**config.mk**
```make
export PLATFORM = sky130hd
export DESIGN_NAME = serial_transmitter
export DESIGN_NICKNAME = d
export VERILOG_FILES = /design/src/rtl/serial_transmitter.sv
export SDC_FILE = /design/constraint.sdc
export NUM_CORES = 1
export LEC_CHECK = 0
export CORE_ASPECT_RATIO = 0.9
export CORE_UTILIZATION = 43
export CTS_CLUSTER_SIZE = 12
export DETAILED_ROUTE_END_ITERATION = 10
export MAX_ROUTING_LAYER = met4
export PLACE_DENSITY_LB_ADDON = 0.25
export SLEW_MARGIN = 10
export SYNTH_ARGS = -nofsm -noshare
export SYNTH_HDL_FRONTEND = slang
export SYNTH_SLANG_ARGS = --single-unit
```
**constraint.sdc**
```tcl
create_clock -name clk -period 3.2 [get_ports clk]
set_clock_uncertainty 0.2 [all_clocks]
set_input_delay 0.48 -clock clk [delete_from_list [all_inputs] [get_ports clk]]
set_output_delay 0.48 -clock clk [all_outputs]
set_load 0.02 [all_outputs]
```
**src/rtl/serial_transmitter.sv**
```systemverilog
// serial_transmitter
//   Buffers 7-bit words in a small FIFO and sends each one as a serial frame,
//   one bit per clock: start (0), d0..d6 (LSB first), even parity, stop (1),
//   then IDLE_BITS idle-high gap cycles.
//
// Handshake: a word is accepted on a rising edge where valid_in && ready_out.
//   ready_out is combinational and is low while the FIFO is full or rstn is
//   low. The producer may hold valid_in high indefinitely; an unaccepted word
//   is simply ignored and must be re-presented.
//
// Ports
//   clk        in   rising-edge clock
//   rstn       in   synchronous active-low reset (flushes FIFO, aborts frame)
//   data_in    in   [6:0] word to transmit
//   valid_in   in   data_in valid
//   ready_out  out  FIFO can accept a word (combinational)
//   serial_out out  registered serial line, idles high
//   busy       out  registered, high whenever the FSM is not IDLE
//   fifo_count out  registered number of buffered words
module serial_transmitter #(
   parameter int DEPTH     = 4,
   parameter int IDLE_BITS = 1
) (
   input  logic                         clk,
   input  logic                         rstn,
   input  logic [6:0]                   data_in,
   input  logic                         valid_in,
   output logic                         ready_out,
   output logic                         serial_out,
   output logic                         busy,
   output logic [$clog2(DEPTH+1)-1:0]   fifo_count
);

   localparam int CW = $clog2(DEPTH + 1);
   localparam int PW = $clog2(DEPTH);
   // Gap counter value on the last gap cycle; unused when IDLE_BITS = 0.
   localparam logic [3:0] GAP_LAST = (IDLE_BITS == 0) ? 4'd0 : 4'(IDLE_BITS - 1);

   typedef enum logic [2:0] {
      S_IDLE,
      S_START,
      S_DATA,
      S_PARITY,
      S_STOP,
      S_GAP
   } state_t;

   state_t          state_q, state_d;
   logic [6:0]      shift_q, shift_d;
   logic            parity_q, parity_d;
   logic [2:0]      idx_q, idx_d;
   logic [3:0]      gap_q, gap_d;
   logic            serial_q, serial_d;
   logic            busy_q, busy_d;
   logic [CW-1:0]   count_q, count_d;
   logic [PW-1:0]   wr_ptr_q, wr_ptr_d;
   logic [PW-1:0]   rd_ptr_q, rd_ptr_d;
   logic [6:0]      mem_q [DEPTH];

   logic            push;
   logic            pop;
   logic [6:0]      head;

   assign ready_out  = (count_q != CW'(DEPTH)) && rstn;
   assign push       = valid_in && ready_out;
   // Pop is decided on the count before the edge, so a word pushed into an
   // empty FIFO is only popped on the following edge.
   assign pop        = (state_q == S_IDLE) && (count_q != '0);
   assign head       = mem_q[rd_ptr_q];

   assign serial_out = serial_q;
   assign busy       = busy_q;
   assign fifo_count = count_q;

   // FIFO bookkeeping; DEPTH is a power of two so pointers wrap naturally.
   always_comb begin
      wr_ptr_d = wr_ptr_q;
      rd_ptr_d = rd_ptr_q;
      count_d  = count_q;
      if (push) wr_ptr_d = wr_ptr_q + PW'(1);
      if (pop)  rd_ptr_d = rd_ptr_q + PW'(1);
      case ({push, pop})
         2'b10:   count_d = count_q + CW'(1);
         2'b01:   count_d = count_q - CW'(1);
         default: count_d = count_q;
      endcase
   end

   // Frame FSM. serial_d/busy_d describe the state being entered so the
   // registered outputs line up with the state on the same edge.
   always_comb begin
      state_d  = state_q;
      shift_d  = shift_q;
      parity_d = parity_q;
      idx_d    = idx_q;
      gap_d    = gap_q;
      serial_d = serial_q;
      busy_d   = busy_q;
      case (state_q)
         S_IDLE: begin
            serial_d = 1'b1;
            busy_d   = 1'b0;
            if (pop) begin
               state_d  = S_START;
               shift_d  = head;
               parity_d = ^head;
               serial_d = 1'b0;
               busy_d   = 1'b1;
            end
         end
         S_START: begin
            state_d  = S_DATA;
            idx_d    = 3'd0;
            serial_d = shift_q[0];
         end
         S_DATA: begin
            if (idx_q == 3'd6) begin
               state_d  = S_PARITY;
               serial_d = parity_q;
            end else begin
               idx_d    = idx_q + 3'd1;
               serial_d = shift_q[idx_q + 3'd1];
            end
         end
         S_PARITY: begin
            state_d  = S_STOP;
            serial_d = 1'b1;
         end
         S_STOP: begin
            serial_d = 1'b1;
            if (IDLE_BITS == 0) begin
               state_d = S_IDLE;
               busy_d  = 1'b0;
            end else begin
               state_d = S_GAP;
               gap_d   = 4'd0;
            end
         end
         S_GAP: begin
            serial_d = 1'b1;
            if (gap_q == GAP_LAST) begin
               state_d = S_IDLE;
               busy_d  = 1'b0;
            end else begin
               gap_d = gap_q + 4'd1;
            end
         end
         default: begin
            state_d  = S_IDLE;
            serial_d = 1'b1;
            busy_d   = 1'b0;
         end
      endcase
   end

   always_ff @(posedge clk) begin
      if (!rstn) begin
         state_q  <= S_IDLE;
         shift_q  <= 7'd0;
         parity_q <= 1'b0;
         idx_q    <= 3'd0;
         gap_q    <= 4'd0;
         serial_q <= 1'b1;
         busy_q   <= 1'b0;
         count_q  <= '0;
         wr_ptr_q <= '0;
         rd_ptr_q <= '0;
      end else begin
         state_q  <= state_d;
         shift_q  <= shift_d;
         parity_q <= parity_d;
         idx_q    <= idx_d;
         gap_q    <= gap_d;
         serial_q <= serial_d;
         busy_q   <= busy_d;
         count_q  <= count_d;
         wr_ptr_q <= wr_ptr_d;
         rd_ptr_q <= rd_ptr_d;
      end
   end

   // Storage needs no reset: push is gated by rstn and entries are only read
   // after being written.
   always_ff @(posedge clk) begin
      if (push) mem_q[wr_ptr_q] <= data_in;
   end

endmodule
```
==> key figures, run 1 <==
Floorplanning
  – Row cnt: 25
  – Initial Util: 46.01%
  – Die Width: 82.21 um
  – DIE HEIGHT: 74.19 um
  – Core Area: 5411 um^2
  – Die area: 6099 um^2
  – Num ports: 16

Pwr
  – Worst vdd ir: 0.4819 mV
  – Static leakage: 1.054 nW
  – Pwr per Cell Area: 795.5 nW/um^2

Route
  – WL per Instance: 13.17 um
  – Antenna Nets Post-Route: 0
  – Vias per inst: 5.140
  – DR WL met2: 1.885 mm
  – Max layer used: met4
  – WL met3: 201 um
  – Routed WL: 4.044 mm
  – 1st-iter DRT viols: 54
  – Drt first pass iters: 4
  – DRC Markers: 0
  – DRT met1 WL: 1.923 mm
  – Total number of vias: 1,578

STA
  – Fin. Hold Viols: 0
  – Minimum clock period: 2.695 ns
  – Final Slew Violations: 0
  – Final TNS setup: 0 ns
  – Slew @ Worst Pin: 0.5080 ns
  – F_max: 371.0 MHz
  – Slew HR: 66.07%
  – Final setup violating endpoints: 0
  – WHS: 0.2620 ns
  – Period utilisation layout: 84.23%
  – RSZ-0062 raised after global routing: false

Setup path
  – Crit path required time: 2.52 ns
  – Total stage count of the critical path: 5
  – Crit. End Element: primary output
  – Critical Path End: ready_out
  – Critical R2R Launch: fifo_count[0]
  – CP arrival: 2.02 ns
  – Critical path type: in2out
  – Worst R2R Path Depth: 9
  – Cells along the critical path: clkdlybuf4s50_1 > inv_1 > a31oi_1 > buf_4 > clkdlybuf4s50_1
  – Crit path max fanout: 5
  – R2R Path End: fifo_count[2]
  – Buf+Inv Stages, Crit Path: 4
  – Most used cell, CP: clkdlybuf4s50_1
  – Worst setup SP type: input pin
  – FF-to-FF setup slack: roughly 0.51 ns
  – CP peak stage delay: 0.59 ns
  – CP top delay family: buffers and inverters
  – CP max-delay cell: clkdlybuf4s50_1
  – Critical Path Start: rstn

Synthesis
  – Async SR Flop Fraction: 0%
  – Area leader, netlist: edfxtp_1
  – Main area contributors after synthesis: edfxtp_1 34%, dfxtp_1 23%, ha_1 4.5%
  – Post-Syn Area: 2490 um^2
  – Cells after Synth: 210
  – Share of the yosys chip area belonging to registers: 57.09%
  – Post-synth top cells: 29 x dfxtp_1, 28 x edfxtp_1, 25 x nand2_1
  – Count leader, synth: dfxtp_1
  – Syn_area_per_cell: 11.86 um^2
  – Flops & latches, synth: 57
  – Top cell type's share of synthesized area: roughly 34%
  – Post-synth top flop: dfxtp_1
  – YS warnings: 0
  – Count of different cell masters after synthesis: 41
  – EDFF count, synth: 28
  – Synthesized Nets: 230

Clocking
  – Clock root cell: clkbuf_8
  – CTS Hold Bufs: 0
  – TritonCTS Buffers: 9
  – Clock Sinks: 57
  – Clk_lat worst skew: 0.33 ns
  – CTS tree: done
  – Setup repair bufs after CTS: 0
  – CTS resizes: 0
  – Max clock buf depth: 2
  – CTS H-tree depth: 3
  – Clock transition at the registers of the reported paths: about 0.070 ns

Placement
  – GPL Wtd Cong: 0.7304
  – Port-buffer cells: 15
  – Dpl cell area: 2725 um^2
  – Placed Cells: roughly 290
  – HPWL Detailed: roughly 2.8 mm

Global route
  – GRT overflow: 0
  – First-pass GRT wire length: 6.617 mm
  – GRT Overall Usage: 15.99%
  – Number of global-route vias before repair: 1,440
  – Largest net degree at the start of global routing: 22
  – Initial antenna violation count: 0

Layout
  – Ant diodes: 0
  – Post-layout util: 54.08%
  – Layout area overhead: 17.54%
  – Fin area: 2927 um^2
  – Non-Filler Instances: roughly 310
  – Nets: 255
  – Layout cells sized above 1: 12.50%

Outcome
  – Status: finished, final reports clean

Hold path
  – Hold crit path type: reg2reg
  – Hold Startpoint: shift_q[1]

Run
  – # Max-Cap Violations: 0
==> per-stage QoR <==
stage	total power, mW	setup slack (ns)
global placement	1.672	0.4045
detailed placement	1.681	0.3520
finish	2.328	0.5047
CTS	2.356	0.4987
floorplan	1.515	0.4630
global route	2.484	0.3176
==> metal layers <==
metal | vias to the layer above | global-route usage, %
met3 | 4 | 7.730
met5 | - | -
li1 | 796 | -
met4 | 0 | 5.263
met2 | 29 | 22.77
met1 | 749 | 19.84
==> flip-flops by register name, summed over array words and instances (netlist names), named ones only <==
signal	count
gap_q	4
shift_q	7
state_q	3
parity_q	1
fifo_count	3
serial_out	1
mem_q	28
busy	1
idx_q	3
rd_ptr_q	2
wr_ptr_q	2
==> worst register-to-register path: stages (launching register included) <==
cell and delay (ns):
dfxtp_1 0.42, nor3_1 0.13, or4_1 0.45, inv_2 0.18
ha_1 0.21, inv_1 0.06, fa_1 0.37, xor2_1 0.15
or3_1 0.30, a21oi_1 0.15
==> area by class of cell <==
type	instances	area (um^2)
fill	472	2485
tap	67	83.83
clock inverter	7	77.57
inverter	13	48.80
sequential	57	1421
multi-input combinational	135	991.0
timing repair buffer	19	180.2
clock buffer	9	123.9
==> cells in the final DEF (no fill, tap or decap), types with 3 or more instances in the layout <==
cell and count:
dfxtp_1 29, and3_1 5, and2_1 3, mux4_2 5
or3_1 3, xor2_1 6, o21ai_0 8, a21oi_1 15
nand2_1 25, xnor2_1 6, nor2_1 21, mux4_1 3
clkbuf_8 9, clkdlybuf4s50_1 15, inv_1 12, buf_4 4
ha_1 9, edfxtp_1 28, nand2b_1 3
==> worst min-delay path by stage <==
stage,end,slack (ns),cells after the start
2_1_floorplan,shift_q[1],0.23,2
3_3_place_gp,shift_q[4],0.25,2
3_5_place_dp,shift_q[2],0.26,2
4_1_cts,shift_q[5],0.27,2
5_1_grt,shift_q[5],0.28,2
6_report,shift_q[1],0.26,2
==> report_power, final <==
| group | internal [mW] | leakage (nW) | switching, mW | total, mW |
|---|---|---|---|---|
| Combinational | 0.330 | 0.463 | 0.350 | 0.680 |
| Clock | 0.365 | 0.100 | 0.301 | 0.666 |
| Sequential | 0.882 | 0.491 | 0.100 | 0.982 |
==> logic make-up after synthesis <==
| logic type | count (synthesis) | synth area share [%] |
|---|---|---|
| compound gates | 32 | 7.739 |
| xor+xnor | 14 | 5.528 |
| fa+ha+maj | 10 | 5.327 |
| buf+inv | 18 | 3.115 |
| flops | 57 | 57.09 |
| mux | 10 | 8.493 |
| simple gates | 69 | 12.71 |
(Power assumes the default switching activity.)
==> run 2, diff against run 1 <==
- clock period: 3.2 -> 2.4 ns (I/O delays scaled with it)
==> key figures, run 2 (same netlist as run 1, synthesis figures left out) <==
Route
  – 1st-iter DRT viols: 64 (+19%)
  – DRC Markers: 0 (unchanged)
  – Antenna Nets Post-Route: 0 (unchanged)
  – WL per Instance: 12.93 um (-1.8%)
  – Drt first pass iters: 4 (unchanged)
  – Vias per inst: 5.041 (-1.9%)
  – Routed WL: 4.112 mm (+1.7%)
  – Total number of vias: 1,603 (+1.6%)

Global route
  – Number of global-route vias before repair: 1,544 (+7.2%)
  – Initial antenna violation count: 0 (unchanged)
  – First-pass GRT wire length: 7.100 mm (+7.3%)
  – GRT Overall Usage: 16.78% (+0.79 points)
  – GRT overflow: 0 (unchanged)
  – Largest net degree at the start of global routing: 22 (unchanged)

STA
  – F_max: around 430 MHz
  – Final setup violating endpoints: 0 (unchanged)
  – Fin. Hold Viols: 0 (unchanged)
  – RSZ-0062 raised after global routing: true
  – Slew @ Worst Pin: 0.5125 ns (+0.004469 ns)
  – Slew HR: 65.77% (-0.30 points)
  – Period utilisation layout: 97.02%
  – Minimum clock period: 2.328 ns
  – Final Slew Violations: 0 (unchanged)

Clocking
  – Max clock buf depth: 2 (unchanged)
  – CTS Hold Bufs: 0 (unchanged)
  – Clock transition at the registers of the reported paths: 0.07 ns (about the same)
  – TritonCTS Buffers: 9 (unchanged)
  – CTS H-tree depth: 3 (unchanged)
  – CTS tree: done
  – Clock Sinks: 57 (unchanged)
  – Clock root cell: clkbuf_8
  – Clk_lat worst skew: 0.33 ns (about the same)

Floorplanning
  – Initial Util: 46.01% (unchanged)
  – Num ports: 16 (unchanged)
  – Die Width: 82.21 um (unchanged)
  – Row cnt: 25 (unchanged)
  – Core Area: 5411 um^2 (unchanged)
  – DIE HEIGHT: 74.19 um (unchanged)
  – Die area: 6099 um^2 (unchanged)

Layout
  – Layout cells sized above 1: 21.12% (+8.6 points)
  – Ant diodes: 0 (unchanged)
  – Layout area overhead: 23.17%
  – Commonest non-fill, non-tap cells in the layout: 28 x edfxtp_1, 25 x nand2_1, 25 x dfxtp_1, 21 x nor2_1, 15 x buf_4
  – Max reg flops: 28 (unchanged)
  – Commonest non-fill, non-tap cell in the layout: edfxtp_1
  – Largest regs: mem_q: 28 flops, shift_q: 7 flops, gap_q: 4 flops
  – Reg with most FFs: mem_q
  – Fin area: 3067 um^2 (+4.8%)
  – Nets: 266 (+4.3%)

Placement
  – Dpl cell area: 2860 um^2 (+5.0%)
  – HPWL Detailed: 2.949 mm (+5.1%)
  – Port-buffer cells: 15 (unchanged)
  – GPL Wtd Cong: 0.7345 (+0.56%)

Pwr
  – Pwr per Cell Area: 1066 nW/um^2 (+34%)
  – Worst vdd ir: 0.5746 mV (+19%)
  – Static leakage: 1.120 nW (+6.3%)
  – Total power: 3.268 mW (+40%)

Setup path
  – Worst setup SP type: flip-flop
  – Crit path required time: 2.46 ns (-0.06 ns)
  – CP arrival: 2.38 ns (+0.36 ns)
  – Critical path type: reg2reg
  – Crit path max fanout: 2 (-3)
  – Crit. End Element: flip-flop

Hold path
  – Hold crit path type: reg2reg

Run
  – # Max-Cap Violations: 0 (unchanged)

Outcome
  – Status: finished, final reports clean
==> run 2: cell count changes in the layout (fill, tap and decap cells not counted), moves of 2 or more <==
cell / change
buf_4: +11
dfxtp_4: +3
inv_2: +2
dfxtp_1: -4
inv_1: -3
==> run 2: critical path, cell delays in order, from the launching register on <==
cell,delay (ns)
dfxtp_2,0.32
or4_4,0.57
inv_8,0.08
ha_4,0.12
inv_1,0.05
fa_2,0.33
xor2_1,0.15
or3_1,0.32
a21oi_2,0.12
==> run 2: per-stage QoR <==
step	TNS [ns]	cells	setup WS (ns)	utilization [%]	hold WS, ns
6_report	0	318	0.07156	56.67	0.2561
5_1_grt	-0.02300	318	-0.02300	56.67	0.2860
4_1_cts	0	318	0.03267	56.60	0.2577
3_5_place_dp	-0.3474	302	-0.2220	52.86	0.2479
3_3_place_gp	-0.2513	302	-0.1707	52.86	0.2445
2_1_floorplan	-0.004378	210	-0.004378	-	0.2331
==> run 2: cell type report <==
type | instances | area [um^2]
clock buffer | 9 | 123.9
tap | 67 | 83.83
multi-input combinational | 135 | 1031
timing repair buffer | 30 | 261.5
fill | 466 | 2345
clock inverter | 7 | 76.32
inverter | 13 | 56.30
sequential | 57 | 1434
==> run 2: path summary, 6_finish.rpt <==
path	cells past startpoint	startpoint	slack, ns	endpoint
worst max-delay path	8	state_q[0]	0.07	fifo_count[2]
worst max register to register	8	state_q[0]	0.07	fifo_count[2]
worst min-delay path	2	shift_q[5]	0.26	shift_q[5]
worst min register to register	2	shift_q[5]	0.26	shift_q[5]
==> run 2: where the power goes <==
part	switching, mW	total, mW	leakage (nW)	internal [mW]
Clock	0.404	0.891	0.0983	0.488
Combinational	0.553	1.10	0.529	0.551
Sequential	0.0920	1.27	0.493	1.18
Total	1.05	3.27	1.12	2.22
==> run 2: repair_timing <==
action	4_1_cts	5_1_grt
gates cloned	0	0
gates resized for setup	2	4
setup endpoints to repair	2	1
setup buffers	0	0
==> run 2: layer usage <==
layer  vias up  wire length, um  global-route usage (%)  share of wire, %
met4         0               32                   6.433              0.78
met2        23             1995                   25.07                49
met1       757             1938                   20.30                47
li1        821                -                       -                 -
met3         2              145                   6.748               3.5
met5         -                0                       -                 0
